**config.mk**
```make
export PLATFORM = sky130hd
export DESIGN_NAME = i2c_regfile_slave_flat
export DESIGN_NICKNAME = d
export VERILOG_FILES = /design/src/rtl/i2c_regfile_slave_if.sv /design/src/rtl/i2c_regfile_slave.sv /design/src/flat_wrapper.sv
export SDC_FILE = /design/constraint.sdc
export NUM_CORES = 1
export LEC_CHECK = 0
export ABC_AREA = 0
export BUFFER_PORTS_ARGS = -buffer_cell sky130_fd_sc_hd__buf_4
export CAP_MARGIN = 10
export CORE_AREA = 2 2 156 188
export DETAILED_ROUTE_END_ITERATION = 12
export DIE_AREA = 0 0 158 190
export MAX_ROUTING_LAYER = met4
export SYNTH_ARGS = -nofsm -noshare
export SYNTH_HDL_FRONTEND = slang
export SYNTH_SLANG_ARGS = --single-unit
```
**constraint.sdc**
```tcl
create_clock -name clk -period 4 [get_ports clk]
set_input_delay 0.8 -clock clk [delete_from_list [all_inputs] [get_ports clk]]
set_output_delay 0.8 -clock clk [all_outputs]
set_load 0.05 [all_outputs]
```
**src/rtl/i2c_regfile_slave_if.sv**
```systemverilog
// I2C pin-level bundle for the register-file slave: raw SCL/SDA levels in,
// open-drain SDA pull-down request out.
interface i2c_regfile_slave_if;
    logic scl_di;
    logic sda_di;
    logic sda_pulldown;

    modport slave  (input scl_di, input sda_di, output sda_pulldown);
    modport master (output scl_di, output sda_di, input sda_pulldown);
endinterface

```
**src/rtl/i2c_regfile_slave.sv**
```systemverilog
// I2C slave exposing an N_REGS x 8-bit register file with a persistent,
// optionally auto-incrementing register pointer. Oversamples SCL/SDA on clk.
module i2c_regfile_slave #(
    parameter logic [6:0] I2C_ADDRESS = 7'h42,
    parameter int         N_REGS      = 16,
    parameter int         AUTO_INC    = 1,
    localparam int        PTR_W       = $clog2(N_REGS)
) (
    input  logic                  clk,
    input  logic                  rst_n,
    i2c_regfile_slave_if.slave    bus,
    output logic [N_REGS*8-1:0]   regs_q,
    output logic                  reg_wr_stb,
    output logic [PTR_W-1:0]      reg_wr_idx,
    output logic                  reg_rd_stb,
    output logic                  busy,
    output logic                  error_stb,
    output logic [3:0]            debug_state
);

    typedef enum logic [3:0] {
        IDLE      = 4'd0,
        ADDR      = 4'd1,
        ADDR_ACK  = 4'd2,
        PTR       = 4'd3,
        PTR_ACK   = 4'd4,
        WDATA     = 4'd5,
        WDATA_ACK = 4'd6,
        RDATA     = 4'd7,
        RDATA_ACK = 4'd8,
        IGNORE    = 4'd9
    } state_t;

    state_t           state;
    logic [1:0]       scl_sync;
    logic [1:0]       sda_sync;
    logic             scl_d;
    logic             sda_d;
    logic [PTR_W-1:0] ptr;
    logic [PTR_W-1:0] ptr_next;
    logic [7:0]       shreg;
    logic [3:0]       bit_cnt;
    logic             rw;
    logic             mst_ack;
    logic             scl_s;
    logic             sda_s;
    logic             scl_rise;
    logic             scl_fall;
    logic             start_det;
    logic             stop_det;
    logic             ack_state;
    logic [7:0]       cur_byte;

    always_ff @(posedge clk or negedge rst_n) begin
        if (!rst_n) begin
            scl_sync <= '1;
            sda_sync <= '1;
            scl_d    <= 1'b1;
            sda_d    <= 1'b1;
        end else begin
            scl_sync <= {scl_sync[0], bus.scl_di};
            sda_sync <= {sda_sync[0], bus.sda_di};
            scl_d    <= scl_sync[1];
            sda_d    <= sda_sync[1];
        end
    end

    assign scl_s     = scl_sync[1];
    assign sda_s     = sda_sync[1];
    assign scl_rise  = scl_s & ~scl_d;
    assign scl_fall  = ~scl_s & scl_d;
    assign start_det = scl_s & scl_d & sda_d & ~sda_s;
    assign stop_det  = scl_s & scl_d & ~sda_d & sda_s;
    assign ack_state = state inside {ADDR_ACK, PTR_ACK, WDATA_ACK, RDATA_ACK};
    assign cur_byte  = regs_q[{ptr, 3'b000} +: 8];
    assign ptr_next  = (AUTO_INC != 0) ? ptr + PTR_W'(1) : ptr;

    always_ff @(posedge clk or negedge rst_n) begin
        if (!rst_n) begin
            state            <= IDLE;
            ptr              <= '0;
            regs_q           <= '0;
            shreg            <= '0;
            bit_cnt          <= '0;
            rw               <= 1'b0;
            mst_ack          <= 1'b1;
            bus.sda_pulldown <= 1'b0;
            reg_wr_stb       <= 1'b0;
            reg_wr_idx       <= '0;
            reg_rd_stb       <= 1'b0;
            error_stb        <= 1'b0;
        end else begin
            reg_wr_stb <= 1'b0;
            reg_rd_stb <= 1'b0;
            error_stb  <= 1'b0;
            // START/STOP win over everything and drop any partial byte.
            if (start_det || stop_det) begin
                error_stb        <= ack_state;
                bus.sda_pulldown <= 1'b0;
                bit_cnt          <= '0;
                state            <= start_det ? ADDR : IDLE;
            end else begin
                case (state)
                    ADDR, PTR, WDATA: begin
                        // Bits are sampled on rises; the byte closes on the
                        // fall after the 8th rise, so the START's own SCL fall
                        // is never miscounted as a bit.
                        if (scl_rise && bit_cnt != 4'd8) begin
                            shreg   <= {shreg[6:0], sda_s};
                            bit_cnt <= bit_cnt + 4'd1;
                        end else if (scl_fall && bit_cnt == 4'd8) begin
                            bit_cnt <= '0;
                            if (state == ADDR) begin
                                if (shreg[7:1] == I2C_ADDRESS) begin
                                    rw               <= shreg[0];
                                    bus.sda_pulldown <= 1'b1;
                                    state            <= ADDR_ACK;
                                end else begin
                                    state <= IGNORE;
                                end
                            end else if (state == PTR) begin
                                ptr              <= shreg[PTR_W-1:0];
                                bus.sda_pulldown <= 1'b1;
                                state            <= PTR_ACK;
                            end else begin
                                regs_q[{ptr, 3'b000} +: 8] <= shreg;
                                reg_wr_stb       <= 1'b1;
                                reg_wr_idx       <= ptr;
                                ptr              <= ptr_next;
                                bus.sda_pulldown <= 1'b1;
                                state            <= WDATA_ACK;
                            end
                        end
                    end
                    ADDR_ACK, PTR_ACK, WDATA_ACK: begin
                        if (scl_fall) begin
                            if (rw) begin
                                shreg            <= cur_byte;
                                reg_rd_stb       <= 1'b1;
                                bus.sda_pulldown <= ~cur_byte[7];
                                bit_cnt          <= '0;
                                state            <= RDATA;
                            end else begin
                                bus.sda_pulldown <= 1'b0;
                                state            <= (state == ADDR_ACK) ? PTR : WDATA;
                            end
                        end
                    end
                    RDATA: begin
                        if (scl_fall) begin
                            if (bit_cnt == 4'd7) begin
                                bus.sda_pulldown <= 1'b0;
                                ptr              <= ptr_next;
                                bit_cnt          <= '0;
                                state            <= RDATA_ACK;
                            end else begin
                                shreg            <= {shreg[6:0], 1'b0};
                                bus.sda_pulldown <= ~shreg[6];
                                bit_cnt          <= bit_cnt + 4'd1;
                            end
                        end
                    end
                    RDATA_ACK: begin
                        if (scl_rise) begin
                            mst_ack <= sda_s;
                        end else if (scl_fall) begin
                            if (!mst_ack) begin
                                shreg            <= cur_byte;
                                reg_rd_stb       <= 1'b1;
                                bus.sda_pulldown <= ~cur_byte[7];
                                state            <= RDATA;
                            end else begin
                                state <= IGNORE;
                            end
                        end
                    end
                    default: ;
                endcase
            end
        end
    end

    assign busy        = (state != IDLE);
    assign debug_state = state;

endmodule

```
**src/flat_wrapper.sv**
```systemverilog
// flat-port wrapper written by rule: the top's interface ports become plain ports
module i2c_regfile_slave_flat 
#(
    parameter logic [6:0] I2C_ADDRESS = 7'h42,
    parameter int         N_REGS      = 16,
    parameter int         AUTO_INC    = 1,
    localparam int        PTR_W       = $clog2(N_REGS)
)
  (clk, rst_n, regs_q, reg_wr_stb, reg_wr_idx, reg_rd_stb, busy, error_stb, debug_state, bus_scl_di, bus_sda_di, bus_sda_pulldown);
  i2c_regfile_slave_if bus_i ();
  input  logic clk;
  input  logic rst_n;
  output logic [N_REGS*8-1:0] regs_q;
  output logic reg_wr_stb;
  output logic [PTR_W-1:0] reg_wr_idx;
  output logic reg_rd_stb;
  output logic busy;
  output logic error_stb;
  output logic [3:0] debug_state;
  input wire logic [$bits(bus_i.scl_di)-1:0] bus_scl_di;
  input wire logic [$bits(bus_i.sda_di)-1:0] bus_sda_di;
  output wire logic [$bits(bus_i.sda_pulldown)-1:0] bus_sda_pulldown;
  assign bus_i.scl_di = bus_scl_di;
  assign bus_i.sda_di = bus_sda_di;
  assign bus_sda_pulldown = bus_i.sda_pulldown;
  i2c_regfile_slave #(.I2C_ADDRESS(I2C_ADDRESS), .N_REGS(N_REGS), .AUTO_INC(AUTO_INC)) u_core (.clk(clk), .rst_n(rst_n), .bus(bus_i), .regs_q(regs_q), .reg_wr_stb(reg_wr_stb), .reg_wr_idx(reg_wr_idx), .reg_rd_stb(reg_rd_stb), .busy(busy), .error_stb(error_stb), .debug_state(debug_state));
endmodule
```
==> summary.txt, run 1 <==
Clocking
  • Worst-Skew Late Latency: between 0.4 and 0.5 ns
  • Gates resized, CTS repair: 0
  • Htree depth: 4
  • Clock transition at path regs: approximately 0.070 ns
  • Clock tree from TritonCTS: built
  • Hold buffers post-CTS: 0
  • Clk buf depth: 2
  • Clock sinks: 164
  • Total setup buffers inserted after CTS: 0
  • Root Driver: sky130_fd_sc_hd__clkbuf_16
  • Total CTS buffers: 17

Global routing
  • First-pass GRT wire length: 41000 um
  • Largest net degree at the start of global routing: 82
  • Via count of the first global-routing pass: roughly 6000
  • Most crowded layer after global routing: met2
  • Met1 usage in global routing: 24.1%
  • Overflow after GRT: 0
  • Met3 GRT Util: 3.14%
  • Met2 Use GR: a little under a third
  • Initial antenna violation count: 0
  • All-layer global routing usage: approximately a fifth

Floorplanning
  • Effective utilization at floorplan: approximately 29%
  • Y dimension of the die: approximately 190 um
  • Count of boundary I/O pins: ~150
  • Horizontal die dimension: 158 um
  • Count of standard-cell rows: 68
  • Area of the placeable core: 28400 um^2
  • Floorplan die area: 30000 um^2

Logic synthesis
  • Cell count after synthesis: 640
  • Yosys top cell area share: 47.0%
  • Count of flip-flops with a built-in enable after synthesis: 0
  • Netlist cell types: between 60 and 70
  • Mean instance size in the synthesized netlist: between 10 and 15 um^2
  • Post-synth top cells: 157 x sky130_fd_sc_hd__dfrtp_1, 109 x sky130_fd_sc_hd__mux2_2, 32 x sky130_fd_sc_hd__mux4_2, 32 x sky130_fd_sc_hd__nand2_1, 31 x sky130_fd_sc_hd__mux2_1
  • Async SR Flop Fraction: between 90% and 100%
  • Area of the mapped netlist: 8370 um^2
  • Total nets after synthesis: approximately 650
  • Synthesis warning total: 0
  • Number of storage elements in the synthesis netlist: between 150 and 200
  • Dominant cells by area after synthesis: sky130_fd_sc_hd__dfrtp_1 47%, sky130_fd_sc_hd__mux2_2 15%, sky130_fd_sc_hd__mux4_2 8.6%
  • Commonest register cell after synthesis: sky130_fd_sc_hd__dfrtp_1
  • Share of the yosys chip area belonging to registers: between 40 and 50%
  • Cell taking the most area after synthesis: sky130_fd_sc_hd__dfrtp_1
  • Library cell with the highest instance count after synthesis: sky130_fd_sc_hd__dfrtp_1

Worst setup path
  • Setup CP Type: reg2reg
  • Required time of the critical path: roughly 4.3 ns
  • CP Capture Type: flop
  • Crit path DAT: ~3.4 ns
  • R2r setup slk: between 0.9 and 1 ns
  • Startpoint class of the critical path: flop
  • Worst-path maximum fanout: 17

STA
  • Fin Setup TNS: 0 ns
  • Tightest Pin Transition: approximately 1.1 ns
  • Final count of pins violating max slew: 0
  • Post-route worst setup slack: approximately 0.90 ns
  • Hold Violations, Final: 0
  • Worst slew margin: about a quarter
  • Final Critical Period: slightly above 3 ns
  • Setup Skew: 0.0118 ns
  • Setup repair after global routing missed its margin: no
  • Setup Viol. Count Final: 0
  • Top achievable clock speed: between 300 and 400 MHz
  • Post-route fraction of the period consumed by the critical path: between 70% and 80%
  • Hold_ws: 0.356 ns

Detailed routing
  • Average wire length per cell after detail routing: roughly 23 um
  • Via density: between 5 and 6
  • DRC viols: 0
  • Routed via count: just over 6000
  • Routed Wire Length: approximately 27000 um
  • Number of nets with antenna violations after routing: 0
  • Drt first-iter violations: 409
  • Number of detailed-route iterations in the first pass: 5

Run status
  • Run status: finished clean

Final layout
  • Layout area overhead: 25.3%
  • Share of final-layout standard cells stronger than drive strength 1: a little under half
  • Number of inserted diodes: 0
  • Post-layout nets: 792
  • Non-filler cells in the finished layout: 1179

Power and ir drop
  • Post-layout total power: ~4.5 mW
  • Static leakage power: 5.05 nW
  • Internal power contribution: 3.00 mW
  • Share of total power consumed by net switching: 33.6%
  • Total power divided by cell area: between 400 and 500 nW/um^2
  • Fraction of power consumed by combinational cells: 20.5%
  • Maximum resistive drop on vdd: between 0.3 and 0.4 mV
  • Power share of the clock group: between 30 and 40%
  • Share of total power in sequential cells: roughly 43%
  • Switching Power: 1.52 mW

Flow run
  • Number of max-cap violations: 0

Place
  • Number of buffer cells added on primary ports: 144
  • Half-perimeter wire length after detailed placement: ~19000 um
  • Routability-driven placement congestion ratio: 0.890
  • Post-placement cell count: around 1100
  • Setup Slack @ Placement: slightly above 0.9 ns

Worst hold path
  • Hold Path Class: reg2reg
==> critical path, stage by stage, from the launching register on <==
cell and delay [ns]:
sky130_fd_sc_hd__dfrtp_2 0.65, sky130_fd_sc_hd__inv_1 0.19, sky130_fd_sc_hd__ha_1 0.31, sky130_fd_sc_hd__o21ai_1 0.25, sky130_fd_sc_hd__nor4b_2 0.63, sky130_fd_sc_hd__and2_1 0.56, sky130_fd_sc_hd__mux2_2 0.39
==> worst paths after layout <==
| check | from | to | cells past startpoint |
|---|---|---|---|
| worst max-delay path | u_core.ptr[0] | u_core.regs_q[64] | 6 |
| worst min-delay path | u_core.scl_sync[0] | u_core.scl_sync[1] | 0 |
| worst max register to register | u_core.ptr[0] | u_core.regs_q[64] | 6 |
| worst min register to register | u_core.scl_sync[0] | u_core.scl_sync[1] | 0 |
| max in group asynchronous | rst_n | u_core.scl_d | 2 |
| min in group asynchronous | rst_n | u_core.bit_cnt[3] | 1 |
==> layout make-up <==
class | count | area, um^2
fillers | 2816 | 17900
inverters | 9 | 33.8
repair buffers | 161 | 1210
clock buffers | 18 | 439
flip-flops and latches | 164 | 4120
well taps | 385 | 482
clock inverters | 14 | 151
multi-input cells | 428 | 4050
==> flip-flops by register name, summed over array words and instances, names as in the netlist, 2 cells and up <==
| name | count |
|---|---|
| u_core.debug_state | 4 |
| u_core.ptr | 4 |
| u_core.reg_wr_idx | 4 |
| u_core.regs_q | 128 |
| u_core.bit_cnt | 4 |
| u_core.scl_sync | 2 |
| u_core.sda_sync | 2 |
| u_core.shreg | 8 |
==> per-stage QoR <==
stage / utilization (%) / instance area [um^2]
floorplan: - / 8370
global placement: 34.8 / 9890
detailed placement: 34.8 / 9890
CTS: 36.9 / 10500
global route: 36.9 / 10500
finish: 36.9 / 10500
==> power by group through the flow <==
stage | logic, mW | registers, mW | clock network (mW)
after floorplan | 0.625 | 1.92 | 0
after global placement | 0.919 | 1.95 | 0
after detailed placement | 0.928 | 1.95 | 0
after CTS | 0.930 | 1.92 | 1.69
after global routing | 1.01 | 1.94 | 1.76
final | 0.927 | 1.93 | 1.67
==> cells in the final DEF (no fill, tap or decap), drive strengths merged, types with 3 or more instances in the layout <==
cell type / synthesis / routed
nand2b: 7 / 7
clkinvlp: 0 / 5
o211ai: 5 / 5
nand3: 12 / 12
inv: 9 / 13
nor2: 18 / 18
mux2i: 11 / 11
mux2: 140 / 140
a21bo: 8 / 8
nor4b: 5 / 5
nand3b: 3 / 3
dfrtp: 157 / 157
a21oi: 10 / 10
ha: 7 / 7
mux4: 32 / 32
o221ai: 4 / 4
nor4: 3 / 3
clkinv: 0 / 3
a21o: 3 / 3
nand2: 37 / 37
a31oi: 5 / 5
and3: 10 / 10
dfstp: 7 / 7
nor3: 5 / 5
nand4: 12 / 12
o22ai: 4 / 4
nor2b: 19 / 19
and2: 18 / 18
o21ai: 9 / 9
clkbuf: 17 / 18
buf: 22 / 161
==> cell families after synthesis <==
kind of cell	Yosys count	share of synthesized area (%)
flip-flops	164	49.2
XOR/XNOR	3	0.314
AND/OR/NAND/NOR	166	11.8
buffers and inverters	48	2.54
adder cells (fa/ha/maj)	7	1.05
multiplexers	183	28.8
AO/OA/AOI/OAI	69	6.33
==> routing by layer <==
layer | wire length [um] | vias to the layer above
met2 | 13700 | 179
met1 | 11500 | 3199
li1 | - | 2673
met5 | 0 | -
met4 | 1140 | 0
met3 | 1050 | 58
No activity file was read; power rests on OpenSTA's default activity.
==> inputs of run 2 (changes only) <==
- clock period: 4 -> 2.99 ns (I/O delays scaled with it)
==> run 2 against run 1 <==
Worst hold slack worse by 0.23 ns. Routed wire length up 1.0%. Core utilization rose by 0.75 points. Combinational power increased by 47%. Clock-buffer cell count is 7 higher. Fmax rose by 21%. Worst setup slack worse by 0.46 ns. First-iteration DRC count shrank 8.6%. Clock power rose by 28%. Non-clock buffer count up 25. Critical path type unchanged. Largest power group unchanged.
==> summary.txt, run 2 (synthesis results as in run 1) <==
Final layout
  • Registers with the most flip-flops: u_core.regs_q: 128 flops, u_core.shreg: 8 flops
  • Layout area overhead: 27.8%
  • Post-layout nets: a little over 800
  • Most used cells in the layout excluding fill and tap cells: 181 x sky130_fd_sc_hd__buf_4, 155 x sky130_fd_sc_hd__dfrtp_1, 109 x sky130_fd_sc_hd__mux2_2
  • Register name with the most flops: u_core.regs_q
  • Number of flip-flops in the largest register: roughly 130
  • Share of final-layout standard cells stronger than drive strength 1: 47.7%
  • Non-filler cells in the finished layout: approximately 1200
  • Number of inserted diodes: 0
  • Most common cell after layout, fill and taps aside: sky130_fd_sc_hd__buf_4
  • Utilization after layout: 37.6%

Detailed routing
  • DRC viols: 0
  • Number of detailed-route iterations in the first pass: 6
  • Via density: 5.18
  • Routed via count: a little over 6000
  • Number of nets with antenna violations after routing: 0
  • Drt first-iter violations: 374
  • Average wire length per cell after detail routing: 23.0 um
  • Routed Wire Length: ~28000 um

Power and ir drop
  • Static leakage power: about 5.2 nW
  • Internal power contribution: just over 4 mW
  • Fraction of power consumed by combinational cells: roughly 23%
  • Share of total power in sequential cells: between 40% and 50%
  • Power share of the clock group: around 36%
  • Maximum resistive drop on vdd: around 0.44 mV
  • Share of total power consumed by net switching: 32.9%
  • Switching Power: around 2.0 mW
  • Total power divided by cell area: 565 nW/um^2
  • Post-layout total power: approximately 6.0 mW

Global routing
  • First-pass GRT wire length: around 41000 um
  • Largest net degree at the start of global routing: 75
  • All-layer global routing usage: between 15 and 20%
  • Initial antenna violation count: 0
  • Via count of the first global-routing pass: 6227
  • Overflow after GRT: 0

Floorplanning
  • Horizontal die dimension: about 160 um
  • Y dimension of the die: about 190 um
  • Count of boundary I/O pins: 145
  • Count of standard-cell rows: between 60 and 70
  • Area of the placeable core: between 20000 and 30000 um^2
  • Effective utilization at floorplan: between 20% and 30%
  • Floorplan die area: ~30000 um^2

Clocking
  • Total CTS buffers: 17
  • Clk buf depth: 2
  • Hold buffers post-CTS: 0
  • Gates resized, CTS repair: 0
  • Worst-Skew Late Latency: 0.45 ns
  • Htree depth: 4
  • Total setup buffers inserted after CTS: 0
  • Clock tree from TritonCTS: built
  • Clock sinks: 164
  • Root Driver: sky130_fd_sc_hd__clkbuf_16
  • Clock transition at path regs: about 0.070 ns

Worst setup path
  • CP Capture Type: flop
  • Required time of the critical path: 3.31 ns
  • Worst-path maximum fanout: 18
  • Startpoint class of the critical path: flop
  • Worst R2R End: u_core.regs_q[88]
  • Startpoint of the lowest-slack register-to-register path: u_core.ptr[0]
  • Setup CP Type: reg2reg
  • Crit path DAT: around 2.9 ns
  • R2r setup slk: roughly 0.44 ns
  • Reg2Reg Depth: 7

STA
  • Post-route fraction of the period consumed by the critical path: a little under nine tenths
  • Setup repair after global routing missed its margin: no
  • Top achievable clock speed: 392 MHz
  • Setup Viol. Count Final: 0
  • Final count of pins violating max slew: 0
  • Hold Violations, Final: 0
  • Hold_ws: 0.122 ns
  • Fin Setup TNS: 0 ns
  • Setup Skew: 0.0207 ns
  • Tightest Pin Transition: 0.578 ns
  • Worst slew margin: 60.9%
  • Final Critical Period: around 2.5 ns

Run status
  • Run status: finished clean

Place
  • Half-perimeter wire length after detailed placement: 20000 um
  • Routability-driven placement congestion ratio: 0.861
  • Number of buffer cells added on primary ports: 144
  • Post-placement cell count: about 1200

Flow run
  • Number of max-cap violations: 0

Worst hold path
  • Hold Path Class: in2async
run 2: metal layers:
layer / routed length [um] / GRT usage [%] / vias to the layer above
li1: - / - / 2725
met1: 11700 / 24.2 / 3287
met2: 14200 / 32.1 / 184
met3: 1090 / 3.10 / 38
met4: 697 / 6.65 / 0
met5: 0 / - / -
run 2: worst max-delay path, cell delays in order (launching register included):
cell and delay [ns]:
sky130_fd_sc_hd__dfrtp_2 0.42, sky130_fd_sc_hd__inv_1 0.07, sky130_fd_sc_hd__ha_1 0.26, sky130_fd_sc_hd__xnor2_2 0.19, sky130_fd_sc_hd__buf_4 0.31, sky130_fd_sc_hd__and4bb_1 0.37
sky130_fd_sc_hd__nand2_2 0.35, sky130_fd_sc_hd__mux2_1 0.44
run 2: power groups by stage:
stage	combinational, mW	sequential (mW)	clock (mW)
3_3_place_gp	1.36	2.56	0
5_1_grt	1.48	2.55	2.26
6_report	1.36	2.53	2.14
3_5_place_dp	1.36	2.57	0
2_1_floorplan	0.836	2.56	0
4_1_cts	1.37	2.53	2.18
run 2: worst max path at each step:
stage	startpoint	endpoint	slack (ns)	cells past startpoint
floorplan	u_core.ptr[1]	u_core.regs_q[32]	0.02	10
finish	u_core.ptr[0]	u_core.regs_q[88]	0.44	7
global placement	u_core.ptr[0]	u_core.regs_q[92]	0.52	7
CTS	u_core.bit_cnt[0]	u_core.regs_q[117]	0.46	8
detailed placement	u_core.bit_cnt[0]	u_core.regs_q[122]	0.51	8
global route	u_core.bit_cnt[0]	u_core.regs_q[117]	0.35	8
run 2: area by class of cell:
cell class	count	area, um^2
fill	2766	17700
sequential	164	4120
multi-input combinational	428	4050
timing repair buffer	186	1450
clock buffer	25	495
tap	385	482
clock inverter	7	71.3
inverter	9	33.8
run 2: through the flow:
stage               worst slack (ns)  cell area (um^2)
floorplan                     0.0168              8370
global placement               0.521             10100
detailed placement             0.506             10100
CTS                            0.463             10700
global route                   0.350             10700
finish                         0.441             10700
